File: src/rtl/quotient_bcd_rx_if.sv
// Serial quotient frame in, one-cycle binary/BCD result out.
// The receiver uses the slave modport; the frame source/result consumer uses master.
interface quotient_bcd_rx_if #(
  parameter int NBITS   = 10,
  parameter int NDIGITS = 4
) ();
  // in_valid is a frame strobe held high for every bit of a frame, MSB first;
  // in_data is don't-care while in_valid=0. There is no ready: the receiver
  // always accepts. out_valid is a single-cycle pulse that qualifies out_bin,
  // out_bcd, out_err and out_div0, which read 0 whenever out_valid=0.
  logic                 in_valid;
  logic                 in_data;
  logic                 out_valid;
  logic [NBITS-1:0]     out_bin;
  logic [4*NDIGITS-1:0] out_bcd;
  logic                 out_err;
  logic                 out_div0;

  modport master (
    output in_valid, in_data,
    input  out_valid, out_bin, out_bcd, out_err, out_div0
  );

  modport slave (
    input  in_valid, in_data,
    output out_valid, out_bin, out_bcd, out_err, out_div0
  );
endinterface

File: src/rtl/quotient_bcd_rx.sv
// Rebuilds the serial quotient and converts it to packed BCD bit by bit.
// Optional QUOTIENT_DIV0_MARK_EN: all-ones quotient reported as div0 with blank BCD.
module quotient_bcd_rx #(
  parameter int NBITS   = 10,
  parameter int NDIGITS = 4
) (
  input  logic                 clk,
  input  logic                 rst,
  quotient_bcd_rx_if.slave     bus,
  output logic [1:0]           fsm_state
);

  localparam int CW = $clog2(NBITS + 1);
  localparam int BW = 4 * NDIGITS;

  typedef enum logic [1:0] {
    IDLE  = 2'd0,
    SHIFT = 2'd1,
    OUT   = 2'd2
  } state_t;

  state_t            state;
  logic [CW-1:0]     count;
  logic [NBITS-1:0]  bin_sr;
  logic [BW-1:0]     bcd_sr;
  logic              ovf;

  logic              out_valid_r;
  logic [NBITS-1:0]  out_bin_r;
  logic [BW-1:0]     out_bcd_r;
  logic              out_err_r;
  logic              out_div0_r;

  logic [BW-1:0]     bcd_adj;
  logic [BW-1:0]     bcd_step;
  logic [NBITS-1:0]  bin_step;
  logic [BW-1:0]     bcd_first;
  logic [NBITS-1:0]  bin_first;
  logic              frame_ok;
  logic              all_ones;

  // Correct every digit that would exceed 9 after doubling, then shift the
  // new bit into both the BCD accumulator and the binary accumulator.
  always_comb begin
    bcd_adj = bcd_sr;
    for (int d = 0; d < NDIGITS; d++) begin
      if (bcd_sr[4*d +: 4] >= 4'd5) begin
        bcd_adj[4*d +: 4] = bcd_sr[4*d +: 4] + 4'd3;
      end
    end
    bcd_step  = (bcd_adj << 1) | {{(BW-1){1'b0}}, bus.in_data};
    bin_step  = (bin_sr << 1)  | {{(NBITS-1){1'b0}}, bus.in_data};
    bcd_first = {{(BW-1){1'b0}}, bus.in_data};
    bin_first = {{(NBITS-1){1'b0}}, bus.in_data};
    frame_ok  = (count == CW'(NBITS)) && !ovf;
    all_ones  = (bin_sr == {NBITS{1'b1}});
  end

  always_ff @(posedge clk or posedge rst) begin
    if (rst) begin
      state       <= IDLE;
      count       <= '0;
      bin_sr      <= '0;
      bcd_sr      <= '0;
      ovf         <= 1'b0;
      out_valid_r <= 1'b0;
      out_bin_r   <= '0;
      out_bcd_r   <= '0;
      out_err_r   <= 1'b0;
      out_div0_r  <= 1'b0;
    end else begin
      out_valid_r <= 1'b0;
      out_bin_r   <= '0;
      out_bcd_r   <= '0;
      out_err_r   <= 1'b0;
      out_div0_r  <= 1'b0;
      case (state)
        IDLE, OUT: begin
          // OUT accepts a new frame directly so back-to-back frames need no gap.
          if (bus.in_valid) begin
            bin_sr <= bin_first;
            bcd_sr <= bcd_first;
            count  <= CW'(1);
            ovf    <= 1'b0;
            state  <= SHIFT;
          end else begin
            state  <= IDLE;
          end
        end
        SHIFT: begin
          if (bus.in_valid) begin
            if (count < CW'(NBITS)) begin
              bin_sr <= bin_step;
              bcd_sr <= bcd_step;
              count  <= count + CW'(1);
            end else begin
              ovf    <= 1'b1;
            end
          end else begin
            out_valid_r <= 1'b1;
            state       <= OUT;
            if (frame_ok) begin
              out_bin_r <= bin_sr;
`ifdef QUOTIENT_DIV0_MARK_EN
              if (all_ones) begin
                out_bcd_r  <= {BW{1'b1}};
                out_div0_r <= 1'b1;
              end else begin
                out_bcd_r  <= bcd_sr;
              end
`else
              out_bcd_r  <= bcd_sr;
              out_div0_r <= all_ones & 1'b0;
`endif
            end else begin
              out_err_r <= 1'b1;
            end
          end
        end
        default: state <= IDLE;
      endcase
    end
  end

  assign bus.out_valid = out_valid_r;
  assign bus.out_bin   = out_bin_r;
  assign bus.out_bcd   = out_bcd_r;
  assign bus.out_err   = out_err_r;
  assign bus.out_div0  = out_div0_r;
  assign fsm_state     = state;

endmodule

File: src/flat_wrapper.sv
// flat-port wrapper written by rule: the top's interface ports become plain ports
module quotient_bcd_rx_flat 
#(
  parameter int NBITS   = 10,
  parameter int NDIGITS = 4
)
  (clk, rst, fsm_state, bus_in_valid, bus_in_data, bus_out_valid, bus_out_bin, bus_out_bcd, bus_out_err, bus_out_div0);
  quotient_bcd_rx_if #(.NBITS(NBITS), .NDIGITS(NDIGITS)) bus_i ();
  input  logic clk;
  input  logic rst;
  output logic [1:0] fsm_state;
  input wire logic [$bits(bus_i.in_valid)-1:0] bus_in_valid;
  input wire logic [$bits(bus_i.in_data)-1:0] bus_in_data;
  output wire logic [$bits(bus_i.out_valid)-1:0] bus_out_valid;
  output wire logic [$bits(bus_i.out_bin)-1:0] bus_out_bin;
  output wire logic [$bits(bus_i.out_bcd)-1:0] bus_out_bcd;
  output wire logic [$bits(bus_i.out_err)-1:0] bus_out_err;
  output wire logic [$bits(bus_i.out_div0)-1:0] bus_out_div0;
  assign bus_i.in_valid = bus_in_valid;
  assign bus_i.in_data = bus_in_data;
  assign bus_out_valid = bus_i.out_valid;
  assign bus_out_bin = bus_i.out_bin;
  assign bus_out_bcd = bus_i.out_bcd;
  assign bus_out_err = bus_i.out_err;
  assign bus_out_div0 = bus_i.out_div0;
  quotient_bcd_rx #(.NBITS(NBITS), .NDIGITS(NDIGITS)) u_core (.clk(clk), .rst(rst), .bus(bus_i), .fsm_state(fsm_state));
endmodule
File: config.mk
export PLATFORM = sky130hd
export DESIGN_NAME = quotient_bcd_rx_flat
export DESIGN_NICKNAME = d
export VERILOG_FILES = /design/src/rtl/quotient_bcd_rx_if.sv /design/src/rtl/quotient_bcd_rx.sv /design/src/flat_wrapper.sv
export SDC_FILE = /design/constraint.sdc
export NUM_CORES = 1
export LEC_CHECK = 0
export CAP_MARGIN = 20
export CORE_MARGIN = 5
export CORE_UTILIZATION = 50
export CTS_CLUSTER_DIAMETER = 50
export DETAILED_ROUTE_END_ITERATION = 10
export DONT_BUFFER_PORTS = 1
export GPL_TIMING_DRIVEN = 0
export PLACE_DENSITY = 0.62
export SLEW_MARGIN = 10
export SYNTH_ARGS = -nofsm -noshare
export SYNTH_HDL_FRONTEND = slang
export SYNTH_SLANG_ARGS = --single-unit
File: constraint.sdc
create_clock -name clk -period 2.88 [get_ports clk]
set_input_delay 0.864 -clock clk [delete_from_list [all_inputs] [get_ports clk]]
set_output_delay 0.864 -clock clk [all_outputs]
set_load 0.01 [all_outputs]
==> results of run 1 <==
cells in the final DEF (no fill, tap or decap), types with 5 or more instances in the layout:
cell type / instances
sky130_fd_sc_hd__dfrtp_1: 59
sky130_fd_sc_hd__and2_1: 18
sky130_fd_sc_hd__nand2_1: 16
sky130_fd_sc_hd__o21ai_1: 14
sky130_fd_sc_hd__a22o_1: 12
sky130_fd_sc_hd__clkbuf_8: 11
sky130_fd_sc_hd__inv_1: 10
sky130_fd_sc_hd__ha_1: 10
sky130_fd_sc_hd__a21oi_1: 8
sky130_fd_sc_hd__nor4_1: 8
sky130_fd_sc_hd__nand2b_1: 5
cell families (layout without fill, tap and decap cells):
logic type	count (synthesis)	after routing	synth area share
AND/OR/NAND/NOR	68	68	0.156
flip-flops	59	59	0.589
AO/OA/AOI/OAI	43	43	0.114
buffers and inverters	22	39	0.0509
adder cells (fa/ha/maj)	10	10	0.0499
XOR/XNOR	5	5	0.0175
multiplexers	5	5	0.0205
other	1	1	0.00150
layout make-up:
type | instances | area (um2) | area share
inverters | 11 | 41.3 | 0.0148
multi-input cells | 132 | 902 | 0.324
plain buffers | 11 | 86.3 | 0.0310
repair buffers | 1 | 20.0 | 0.00719
clock buffers | 14 | 163 | 0.0585
clock inverters | 2 | 10.0 | 0.00360
flip-flops and latches | 59 | 1480 | 0.531
well taps | 67 | 83.8 | 0.0301
power by group through the flow:
stage	registers (uW)	logic (uW)	clock network [uW]
2_1_floorplan	903	109	0
3_3_place_gp	910	128	0
3_5_place_dp	912	139	0
4_1_cts	898	140	663
5_1_grt	903	160	711
6_report	898	137	643
path summary, 6_finish.rpt:
check	startpoint	to	slack, ps	cells after the start
max in group asynchronous	rst	u_core.bcd_sr[1]	1830	2
worst max-delay path	u_core.bus.out_bin[0]	bus_out_bin[0]	1110	1
worst min-delay path	rst	u_core.bus.out_bcd[2]	490	1
min in group clk	u_core.bin_sr[9]	u_core.bus.out_bin[9]	490	1
worst min register to register	u_core.bin_sr[9]	u_core.bus.out_bin[9]	490	1
worst max register to register	u_core.bcd_sr[4]	u_core.bcd_sr[6]	1240	6
metal layers:
metal  wire [um]  vias up
met4         114        0
met1        1970      741
li1            -      751
met3         322        8
met2        1970       42
met5           0        -
stage by stage:
step / cell area [um2] / utilization / power (uW) / hold slack [ps] / worst slack [ps]
floorplan: 2510 / - / 1010 / 454 / 560
global placement: 2590 / 0.541 / 1040 / 469 / 77.4
detailed placement: 2610 / 0.545 / 1050 / 476 / 1080
CTS: 2780 / 0.581 / 1700 / 488 / 1090
global route: 2780 / 0.581 / 1770 / 516 / 1050
finish: 2780 / 0.581 / 1680 / 487 / 1110
state kept, by name (all words and copies together), names as in the netlist:
name,cells
u_core.bcd_sr,16
u_core.bus.out_bcd,15
u_core.bus.out_bin,10
u_core.bin_sr,9
u_core.count,4
u_core.fsm_state,2
u_core.bus.out_err,1
u_core.bus.out_valid,1
u_core.ovf,1
worst register-to-register path, cell delays in order (launching register included):
cell	delay (ps)
sky130_fd_sc_hd__dfrtp_1	410
sky130_fd_sc_hd__inv_1	130
sky130_fd_sc_hd__ha_1	220
sky130_fd_sc_hd__nand2b_1	70
sky130_fd_sc_hd__a21oi_1	310
sky130_fd_sc_hd__mux2i_1	290
sky130_fd_sc_hd__a22o_1	160
==> flow_summary.ini, run 1 <==
[clock_tree]
clk_root_buffer_cell = sky130_fd_sc_hd__clkbuf_8
ctsResizeCount = 0
numClockSinks = 59
clk_pin_slew_worst_paths_ps = 60
cts_hold_buf = 0
number_of_setup_buffers_added_after_cts = 0
tritoncts = yes
clk-insertion-delay-late_ps = 320
clock_tree.htree_level_count = 3
clk_path_buf_depth = 2
cts-buffers-inserted = 9

[cells_and_area]
layout-drive-gt1-share = 0.130
final_layout_fill_cell_count = 407
non_filler_cells_in_the_finished_layout = 297
design.final.nets = 239
num_antenna_cells = 0
layout-area-overhead-vs-synth_pct = 11.0

[floorplanning]
rows = 25
die_y_um = 80.8
fp.dieW_um = 80.8
die_area_um2 = 6530
io_pins = 35
core_region_area_um2 = 4790
start_util = 0.524

[synthesis]
synth.top_cell.area_share = 0.589
synthesis.nets = 227
yosys_warnings = 0
synth_commonest_cells = 59 x sky130_fd_sc_hd__dfrtp_1, 18 x sky130_fd_sc_hd__and2_1, 16 x sky130_fd_sc_hd__nand2_1
synth_top_cells_by_area = sky130_fd_sc_hd__dfrtp_1 59%, sky130_fd_sc_hd__ha_1 5.0%, sky130_fd_sc_hd__and2_1 4.5%, sky130_fd_sc_hd__a22o_1 4.2%, sky130_fd_sc_hd__o21ai_1 2.8%
average_instance_area_after_synthesis_um2 = 11.8
synth-async-reset-ratio = 1.00
synth.cell_area_um2 = 2510
synth_most_common_cell = sky130_fd_sc_hd__dfrtp_1
synth-main-ff-cell = sky130_fd_sc_hd__dfrtp_1
post_synth_inst_count = 213
synth-edff-count = 0
synth_top_area_cell = sky130_fd_sc_hd__dfrtp_1
yosys.cell_types.count = 37
synth.ff_latch_count = 59
yosysSeqAreaShare = 0.589

[route]
drt_pass1_iterations = 6
final_antenna_net_count = 0
routed_wirelength_mm = 4.37
routedWlPerCell_um = 14.7
vias = 1542
drcViolationCount = 0
detailedRoute.firstIterationViolations = 92
detail_route.vias_per_cell = 5.19

[power]
net_switching_uw = 408
total_leakage_power_uw = 0.00136
combPwrFrac = 0.081
peakVddDrop_v = 0.000353
pwr_density_cell_nw_per_um2 = 603
p_seq_frac = 0.535
swShare = 0.243
p_clk_frac = 0.383
power_report.internal_total_uw = 1270

[global_route]
grt_first_pass_wirelength_mm = 7.65
grt_pass1_vias = 1598
grt_antenna_before_repair = 0
use_met2 = 0.231
grt_start_max_net_pins = 33
use_met1 = 0.195
gr-max-usage-layer = met2
globalRouteTotalUtil = 0.160
gr-total-overflow = 0
groute.layer.met3.usage = 0.0588

[timing]
final_period_minus_worst_setup_slack_ps = 1770
setup-violations-final = 0
timing.slew.headroom = 0.608
report.final.hold_viol_count = 0
max_freq_mhz = 565
final_min_period_over_clock_period = 0.615
clock_skew_ps = 3.66
fin_tns_setup_ps = 0
finalMaxSlewViolations = 0
worst-slew-pin-transition_ps = 587
grt_setup_unrepaired = false

[setup_path]
worst_ep_arrival_time_ps = 910
cp_cell_sequence = buf_4
max_stage_delay_ps = 420
number_of_buffers_and_inverters_on_the_critical_path = 1
worst_setup_path_end_kind = primary output
path_class = reg2out
start_kind = register
worst_ep_required_time_ps = 2020
cpLargestDelayFamily = flip-flops
crit_path_top_delay_cell = sky130_fd_sc_hd__dfrtp_1
cp_max_fo = 2

[placement]
placed_cells_incl_taps = 281
hpwl_mm = 3.13
gp_routability_congestion = 0.737
numPortBuffers = 0

[job]
max_cap_violations = 0

[min_path]
worst_hold_path_type = in2async

[outcome]
outcome = completed
No activity file was read; power rests on OpenSTA's default activity.
==> run 2: changes to the inputs <==
Clock period 2.88 ns to 1.82 ns, I/O delays scaled along.
==> run 2 against run 1 <==
Cell count down 0.34%; first-iteration DRC count down 15%; total power up 56%; flip-flop and latch count unchanged; hold slack worse by 330 ps; die area unchanged; global-route usage down 0.096 points; non-clock buffer count unchanged; combinational power up 58%; clock-buffer cell count down 4; routed wire length up 1.8%; highest routed layer unchanged.
==> flow_summary.ini, run 2 (synthesis results as in run 1) <==
[clock_tree]
ctsResizeCount = 0
clk_root_buffer_cell = sky130_fd_sc_hd__clkbuf_8
clk_path_buf_depth = 2
clock_tree.htree_level_count = 3
tritoncts = yes
clk-insertion-delay-late_ps = 320
cts_hold_buf = 0
number_of_setup_buffers_added_after_cts = 0
numClockSinks = 59
clk_pin_slew_worst_paths_ps = 60
cts-buffers-inserted = 9

[setup_path]
max_stage_delay_ps = 430
worst_ep_required_time_ps = 2080
path_class = reg2reg
worst_setup_path_end_kind = register
worst_ep_arrival_time_ps = 1910
cp_max_fo = 10
cp_cell_sequence = inv_1 > ha_1 > nand4bb_1 > buf_2 > nor3_4 > buf_6 > and2_1
start_kind = register
crit_path_top_delay_cell = sky130_fd_sc_hd__dfrtp_1

[route]
drcViolationCount = 0
routed_wirelength_mm = 4.45
detail_route.vias_per_cell = 5.31
drt_pass1_iterations = 4
vias = 1572
detailedRoute.firstIterationViolations = 78
routedWlPerCell_um = 15.0
final_antenna_net_count = 0

[cells_and_area]
layout_common_cells = 59 x sky130_fd_sc_hd__dfrtp_1, 18 x sky130_fd_sc_hd__and2_1, 16 x sky130_fd_sc_hd__nand2_1, 14 x sky130_fd_sc_hd__o21ai_1, 12 x sky130_fd_sc_hd__a22o_1
num_antenna_cells = 0
layout_commonest_cell = sky130_fd_sc_hd__dfrtp_1
layout-drive-gt1-share = 0.140
registers.top_by_ff_count = u_core.bcd_sr
final_layout_fill_cell_count = 410
largest_reg_flops = 16
post-route-util = 0.581
layout-area-overhead-vs-synth_pct = 11.0
design.final.nets = 239

[power]
total_leakage_power_uw = 0.00135
totalPowerFinal_uw = 2620
pwr_density_cell_nw_per_um2 = 944
peakVddDrop_v = 0.000475

[timing]
grt_setup_unrepaired = false
fin_hold_ws_ps = 159
max_freq_mhz = 605
worst-slew-pin-transition_ps = 603
finalMaxSlewViolations = 0
clock_skew_ps = 7.41
timing.slew.headroom = 0.597
report.final.hold_viol_count = 0
setup-violations-final = 0
fin_tns_setup_ps = 0
final_min_period_over_clock_period = 0.909
final_period_minus_worst_setup_slack_ps = 1650

[floorplanning]
rows = 25
core_region_area_um2 = 4790
io_pins = 35
die_area_um2 = 6530
fp.dieW_um = 80.8
die_y_um = 80.8
start_util = 0.524

[job]
max_cap_violations = 0

[global_route]
grt_antenna_before_repair = 0
grt_pass1_vias = 1659
grt_start_max_net_pins = 34
gr-total-overflow = 0
globalRouteTotalUtil = 0.159
grt_first_pass_wirelength_mm = 7.73

[outcome]
outcome = completed

[placement]
hpwl_mm = 3.18
gp_routability_congestion = 0.737
numPortBuffers = 0

[min_path]
worst_hold_path_type = in2async
==> run 2: worst max-delay path: cells and delay by family, from the launching register on <==
family,cells,cell delay [ps]
flip-flops,1,430
buffers and inverters,3,470
AND/OR/NAND/NOR,3,550
adder cells (fa/ha/maj),1,140
==> run 2: worst paths after layout <==
| check | start | end | slack (ps) | cells past startpoint |
|---|---|---|---|---|
| worst max-delay path | u_core.count[0] | u_core.bus.out_bcd[6] | 170 | 7 |
| worst min-delay path | rst | u_core.count[1] | 160 | 1 |
| worst max register to register | u_core.count[0] | u_core.bus.out_bcd[6] | 170 | 7 |
| worst min register to register | u_core.bin_sr[9] | u_core.bus.out_bin[9] | 500 | 1 |
| max in group asynchronous | rst | u_core.bcd_sr[14] | 1130 | 2 |
| min in group clk | bus_in_data | u_core.bcd_sr[0] | 360 | 1 |
==> run 2: metrics by stage <==
| stage | instances | worst slack, ps | instance area [um2] |
|---|---|---|---|
| after floorplan | 213 | 397 | 2510 |
| after global placement | 280 | 233 | 2590 |
| after CTS | 296 | 145 | 2780 |
| final | 296 | 166 | 2780 |
| after detailed placement | 281 | 164 | 2610 |
| after global routing | 296 | 16.6 | 2780 |
==> run 2: report_power, final <==
group | total (uW) | internal [uW] | switching (uW)
combinational | 216 | 86.8 | 129
clock | 987 | 514 | 472
sequential | 1420 | 1360 | 64.0
total | 2620 | 1960 | 665
==> run 2: area by class of cell <==
class | count | area (um2) | share of cell area
Clock inverter | 5 | 30.0 | 0.0108
Inverter | 11 | 45.0 | 0.0162
Clock buffer | 10 | 138 | 0.0495
Buffer | 11 | 86.3 | 0.0310
Multi-Input combinational cell | 132 | 902 | 0.324
Tap cell | 67 | 83.8 | 0.0301
Sequential cell | 59 | 1480 | 0.531
Timing Repair Buffer | 1 | 20.0 | 0.00720
==> run 2: per-layer routing <==
metal  part of all wire  wire (um)  track usage
met1               0.44       1950        0.188
met2               0.46       2040        0.247
met3              0.081        358       0.0732
met4              0.022         97       0.0760
met5                  0          0            0
==> run 3: changes to the inputs <==
Settings changed: SLEW_MARGIN 10 to 20, TNS_END_PERCENT set to 50.
==> results of run 3 <==
No change in the layout: final DEF, timing and power equal those of run 2.
